$ cat config.mk
export PLATFORM = sky130hd
export DESIGN_NAME = sprite_slot_arbiter_flat
export DESIGN_NICKNAME = d
export VERILOG_FILES = /design/src/rtl/sprite_slot_arbiter_if.sv /design/src/rtl/sprite_slot_arbiter.sv /design/src/flat_wrapper.sv
export SDC_FILE = /design/constraint.sdc
export NUM_CORES = 1
export LEC_CHECK = 0
export ABC_CLOCK_PERIOD_IN_PS = 4100
export CAP_MARGIN = 20
export CORE_UTILIZATION = 26
export CTS_BUF_LIST = sky130_fd_sc_hd__clkbuf_8 sky130_fd_sc_hd__clkbuf_16
export CTS_CLUSTER_DIAMETER = 80
export DETAILED_ROUTE_END_ITERATION = 8
export PLACE_DENSITY_LB_ADDON = 0.05
export SLEW_MARGIN = 20
export SYNTH_ARGS = -nofsm -noshare
export SYNTH_HDL_FRONTEND = slang
export SYNTH_SLANG_ARGS = --single-unit
$ cat constraint.sdc
create_clock -name clk -period 4.1 [get_ports clk]
set_input_delay 0.82 -clock clk [delete_from_list [all_inputs] [get_ports clk]]
set_output_delay 0.82 -clock clk [all_outputs]
set_load 0.005 [all_outputs]
$ cat src/rtl/sprite_slot_arbiter_if.sv
// Purpose: spawn-request, scroll-control and slot-table signals between requesters, arbiter and renderer.
// Latency: none, wires only.
// Backpressure: requests are held level-high until a one-cycle grant pulse comes back.
interface sprite_slot_arbiter_if #(
  parameter int SLOTS = 4
);
  logic                  step;
  logic                  over;
  logic [1:0]            req;
  logic [4:0]            req_row0;
  logic [4:0]            req_row1;
  logic [1:0]            gnt;
  logic [SLOTS*17-1:0]   slots;
  logic [3:0]            active_cnt;
  logic                  full;

  // Requester / control side
  modport master (
    output step, over, req, req_row0, req_row1,
    input  gnt, slots, active_cnt, full
  );

  // Arbiter side
  modport slave (
    input  step, over, req, req_row0, req_row1,
    output gnt, slots, active_cnt, full
  );
endinterface

$ cat src/rtl/sprite_slot_arbiter.sv
// Purpose: shared scrolling sprite-slot table with two-requester spawn arbitration and spawn spacing.
// Latency: a request seen at an eligible edge is granted and written into the slot table at that edge.
// Backpressure: while the gap is short, the table is full or over is high, requests simply wait (no timeout).
module sprite_slot_arbiter #(
  parameter int         SLOTS     = 4,
  parameter logic [9:0] SPAWN_COL = 10'd700,
  parameter int         MIN_GAP   = 114
) (
  input  logic                 clk,
  input  logic                 rst,
  sprite_slot_arbiter_if.slave bus
);

  // One slot exactly as the renderer sees it on the packed bus.
  typedef struct packed {
    logic       en;
    logic       owner;
    logic [4:0] row;
    logic [9:0] col;
  } slot_t;

  localparam logic [7:0] GAP_MAX = 8'(MIN_GAP);
  localparam int         IDX_W   = (SLOTS > 1) ? $clog2(SLOTS) : 1;
  localparam logic [3:0] CNT_MAX = 4'(SLOTS);

  slot_t            slot_q   [SLOTS];
  slot_t            slot_scr [SLOTS];
  slot_t            slot_d   [SLOTS];
  logic [SLOTS-1:0] free_vec;
  logic [IDX_W-1:0] free_idx;

  logic [7:0]       gap_q;
  logic [7:0]       gap_d;
  logic             rr_q;
  logic             rr_d;
  logic [1:0]       gnt_q;
  logic [1:0]       gnt_d;
  logic [3:0]       cnt_q;
  logic [3:0]       cnt_d;
  logic             full_q;
  logic             full_d;

  logic             eligible;
  logic             grant;
  logic             winner;
  logic [4:0]       win_row;

  // Scroll every live slot one column left on a step; a slot already at column 0 retires.
  // A free slot is one that is empty before the scroll, so a slot retired this cycle
  // cannot be reused until the next cycle.
  always_comb begin
    for (int i = 0; i < SLOTS; i++) begin
      slot_scr[i] = slot_q[i];
      free_vec[i] = ~slot_q[i].en;
      if (bus.step && slot_q[i].en) begin
        if (slot_q[i].col == 10'd0) begin
          slot_scr[i] = '0;
        end else begin
          slot_scr[i].col = slot_q[i].col - 10'd1;
        end
      end
    end
  end

  // Lowest-index free slot; scanning downward lets the lowest match win.
  always_comb begin
    free_idx = '0;
    for (int i = SLOTS - 1; i >= 0; i--) begin
      if (free_vec[i]) begin
        free_idx = IDX_W'(i);
      end
    end
  end

  // Eligibility and winner selection: a lone requester wins, otherwise the round-robin pointer decides.
  always_comb begin
    eligible = (gap_q >= GAP_MAX) && (|free_vec);
    grant    = !bus.over && eligible && (|bus.req);
    winner   = (bus.req == 2'b11) ? rr_q : bus.req[1];
    win_row  = winner ? bus.req_row1 : bus.req_row0;
  end

  // Next-state for the slot table, gap counter, round-robin pointer and grant pulse.
  // Game over freezes everything; the grant overrides the scroll for the slot it fills,
  // so a freshly spawned slot is never decremented by a coincident step.
  always_comb begin
    slot_d = slot_q;
    gap_d  = gap_q;
    rr_d   = rr_q;
    gnt_d  = '0;
    if (!bus.over) begin
      slot_d = slot_scr;
      if (grant) begin
        slot_d[free_idx].en    = 1'b1;
        slot_d[free_idx].owner = winner;
        slot_d[free_idx].row   = win_row;
        slot_d[free_idx].col   = SPAWN_COL;
        gnt_d[winner]          = 1'b1;
        rr_d                   = ~winner;
        gap_d                  = 8'd0;
      end else if (bus.step && (gap_q < GAP_MAX)) begin
        gap_d = gap_q + 8'd1;
      end
    end
  end

  // Occupancy derived from the post-edge table so active_cnt/full line up with the slots they describe.
  always_comb begin
    cnt_d = 4'd0;
    for (int i = 0; i < SLOTS; i++) begin
      cnt_d = cnt_d + {3'd0, slot_d[i].en};
    end
    full_d = (cnt_d == CNT_MAX);
  end

  // State register; reset discards every slot and any pending grant immediately.
  always_ff @(posedge clk or posedge rst) begin
    if (rst) begin
      for (int i = 0; i < SLOTS; i++) begin
        slot_q[i] <= '0;
      end
      gap_q  <= 8'd0;
      rr_q   <= 1'b0;
      gnt_q  <= 2'b00;
      cnt_q  <= 4'd0;
      full_q <= 1'b0;
    end else begin
      for (int i = 0; i < SLOTS; i++) begin
        slot_q[i] <= slot_d[i];
      end
      gap_q  <= gap_d;
      rr_q   <= rr_d;
      gnt_q  <= gnt_d;
      cnt_q  <= cnt_d;
      full_q <= full_d;
    end
  end

  // Pack the table for the renderer: slot i occupies bits [17i+16:17i].
  for (genvar g = 0; g < SLOTS; g++) begin : g_pack
    assign bus.slots[17*g +: 17] = slot_q[g];
  end

  assign bus.gnt        = gnt_q;
  assign bus.active_cnt = cnt_q;
  assign bus.full       = full_q;

endmodule

$ cat src/flat_wrapper.sv
// flat-port wrapper written by rule: the top's interface ports become plain ports
module sprite_slot_arbiter_flat 
#(
  parameter int         SLOTS     = 4,
  parameter logic [9:0] SPAWN_COL = 10'd700,
  parameter int         MIN_GAP   = 114
)
  (clk, rst, bus_step, bus_over, bus_req, bus_req_row0, bus_req_row1, bus_gnt, bus_slots, bus_active_cnt, bus_full);
  sprite_slot_arbiter_if #(.SLOTS(SLOTS)) bus_i ();
  input  logic clk;
  input  logic rst;
  input wire logic [$bits(bus_i.step)-1:0] bus_step;
  input wire logic [$bits(bus_i.over)-1:0] bus_over;
  input wire logic [$bits(bus_i.req)-1:0] bus_req;
  input wire logic [$bits(bus_i.req_row0)-1:0] bus_req_row0;
  input wire logic [$bits(bus_i.req_row1)-1:0] bus_req_row1;
  output wire logic [$bits(bus_i.gnt)-1:0] bus_gnt;
  output wire logic [$bits(bus_i.slots)-1:0] bus_slots;
  output wire logic [$bits(bus_i.active_cnt)-1:0] bus_active_cnt;
  output wire logic [$bits(bus_i.full)-1:0] bus_full;
  assign bus_i.step = bus_step;
  assign bus_i.over = bus_over;
  assign bus_i.req = bus_req;
  assign bus_i.req_row0 = bus_req_row0;
  assign bus_i.req_row1 = bus_req_row1;
  assign bus_gnt = bus_i.gnt;
  assign bus_slots = bus_i.slots;
  assign bus_active_cnt = bus_i.active_cnt;
  assign bus_full = bus_i.full;
  sprite_slot_arbiter #(.SLOTS(SLOTS), .SPAWN_COL(SPAWN_COL), .MIN_GAP(MIN_GAP)) u_core (.clk(clk), .rst(rst), .bus(bus_i));
endmodule
==> impl_metrics.tcl <==
set metrics [dict create \
    cp-start-kind "input port" \
    antenna_cells 0 \
    slew_headroom_pct 46.6 \
    core-area_um2 15300 \
    finalCriticalPeriod_ns 3.20 \
    grt_overflow_total 0 \
    cts_made_buffers 9 \
    die-area_um2 16400 \
    ys_dominant_reg_cell "dfrtp_1" \
    synth-seq-cells 83 \
    vias 3549 \
    worst_pin_slew_ns 0.802 \
    use_met2_pct 24.6 \
    cts_resized 0 \
    cts_buffer_depth 2 \
    grt_pass1_vias 3486 \
    async_flop_share_pct 100 \
    finalHoldViolations 0 \
    synth_top_area_share_pct 50.4 \
    tns_ns 0 \
    start_util_pct 26.9 \
    ys_top_cells_by_count "dfrtp_1, nand2_1, nor2_1" \
    cp_common_cell "and4b_1" \
    yosysSeqAreaShare_pct 50.4 \
    crit_buf_inv 2 \
    cts_root_buf "clkbuf_16" \
    setup_viol 0 \
    yosysTopAreaCell "dfrtp_1" \
    path_max_fanout 12 \
    worstPathCellList "clkdlybuf4s50_1 -> and4b_1 -> and4b_1 -> nand2b_1 -> a21oi_1 -> fa_1 -> inv_1 -> ha_1 -> nor3b_1" \
    fmax_mhz 312 \
    grt_pass1_wl_um 19300 \
    placedCellCount 718 \
    crit_slowest_cell "clkdlybuf4s50_1" \
    cts_setup_buffers 0 \
    clock_sink_count 83 \
    synth_warnings 0 \
    hold_class "register to register" \
    rsz0062_at_grt "no" \
    syn_nets 454 \
    synthTopCellsByArea "dfrtp_1, nand2_1, o21ai_0" \
    cp.arrival_ns 3.46 \
    grt_util_met1_pct 21.6 \
    endpoint_kind "register" \
    ant_nets 0 \
    path_clk_slew_ns 0.06 \
    stdcell_area_um2 5540 \
    fin_total_pwr_mw 1.78 \
    nets 543 \
    status "completed" \
    clock_latency_ns 0.34 \
    die_h_um 128 \
    avgViaCountPerCell 4.84 \
    postCtsHoldBufs 0 \
    drt_wl_total_um 12000 \
    power.density_nw_per_um2 322 \
    ir_drop_uv 198 \
    min_period_over_period_pct 78.2 \
    area_delta_synth_final_pct 34.3 \
    dieWidth_um 128 \
    fin_cells 734 \
    place_area_um2 5260 \
    final_layout_size_suffix_gt1_share_pct 6.69 \
    initialDrtViolationCount 228 \
    io_buffers 89 \
    critPathTopFamily "simple AND/OR/NAND/NOR gates" \
    clock-skew-final_ns 0.00747 \
    syn_inst 429 \
    syn_area_per_cell_um2 9.60 \
    io_pins 91 \
    synth_edf_count 0 \
    p_leak_nw 2.48 \
    antenna_found_initial 0 \
    maxCapViolations 0 \
    place_congestion 0.768 \
    crit_path_max_incr_delay_ns 0.78 \
    grtUsageMet3_pct 2.42 \
    first_pass_iters 4 \
    wl_per_cell_um 16.4 \
    slew_viol_final 0 \
    grt_max_degree 44 \
    htree_levels 3 \
    cts_tree "done" \
    grtUsageTotal_pct 15.7 \
    grt_most_used_layer "met2" \
    synth.distinct_cells 51 \
    drc 0 \
    cp.required_ns 4.36 \
    yosysMostFrequentCell "dfrtp_1" \
    rows 45 \
    hpwl_um 8690 \
    syn-cell-area_um2 4120 \
    crit_type "input port to register" \
]
==> kinds of logic after synthesis <==
group | Yosys count | share of synthesized area [%]
mux | 11 | 2.70
fa+ha+maj | 9 | 2.92
xor+xnor | 5 | 1.06
other cells | 1 | 0.0910
buf+inv | 44 | 4.52
compound gates | 100 | 16.0
flops | 83 | 50.4
simple gates | 176 | 22.3
==> per-layer routing <==
metal,vias to the layer above,part of all wire (%),routed length [µm]
met4,0,1.6,194
met1,1714,49,5880
met2,85,46,5590
met3,14,3.2,381
met5,-,0,0
li1,1736,-,-
==> area by class of cell <==
class	instances	area (µm²)
well taps	211	264
repair buffers	100	973
multi-input cells	302	1860
clock buffers	11	253
fillers	1609	9780
inverters	22	83.8
flip-flops and latches	83	2080
clock inverters	5	27.5
==> registers in the layout, indices dropped and copies added (netlist names) <==
name and flops:
u_core.bus.slots 68, u_core.gap_q 8, u_core.bus.active_cnt 3, u_core.bus.gnt 2
u_core.bus.full 1, u_core.rr_q 1
==> layout by cell type (no fill, tap or decap), types with 3 or more instances in the layout <==
cell type | Yosys | layout
clkdlybuf4s50_1 | 0 | 89
dfrtp_1 | 83 | 83
nand2_1 | 39 | 39
nor2_1 | 32 | 32
o21ai_0 | 26 | 25
inv_1 | 22 | 21
nor3_1 | 20 | 20
a21oi_1 | 20 | 20
nand3_1 | 20 | 20
nor4_1 | 11 | 11
buf_4 | 3 | 11
mux2i_1 | 10 | 10
or3_1 | 10 | 10
a21o_1 | 9 | 9
clkbuf_16 | 0 | 9
ha_1 | 8 | 8
or4_1 | 7 | 7
o2bb2ai_1 | 7 | 7
o31ai_1 | 7 | 7
nand2b_1 | 6 | 6
nand4_1 | 6 | 6
nor2b_1 | 6 | 6
o311ai_0 | 5 | 5
clkinv_2 | 0 | 5
and2_1 | 4 | 4
o22ai_1 | 4 | 4
nand4b_1 | 4 | 4
a22o_1 | 4 | 4
xor2_1 | 4 | 4
and4b_1 | 3 | 3
a211oi_1 | 3 | 3
==> report_power, final <==
group / switching [mW] / internal, mW
logic: 0.0746 / 0.0552
clock network: 0.334 / 0.439
registers: 0.0348 / 0.847
==> worst paths after layout <==
path,start,to,slack (ns),depth (start not counted)
max,bus_step,u_core.bus.full,0.90,9
min,u_core.bus.slots[46],u_core.bus.slots[46],0.49,1
max reg2reg,u_core.bus.slots[3],u_core.bus.full,0.99,11
min reg2reg,u_core.bus.slots[46],u_core.bus.slots[46],0.49,1
max in group asynchronous,rst,u_core.bus.slots[44],2.39,3
min in group asynchronous,rst,u_core.bus.slots[60],0.92,2
==> through the flow <==
step	hold WS, ns	setup WS (ns)	util, %
after floorplan	0.459	1.14	-
after global placement	0.474	0.550	34.3
after detailed placement	0.476	0.514	34.3
after CTS	0.491	0.872	36.1
after global routing	0.508	0.689	36.1
final	0.494	0.896	36.1
(Power assumes the default switching activity.)
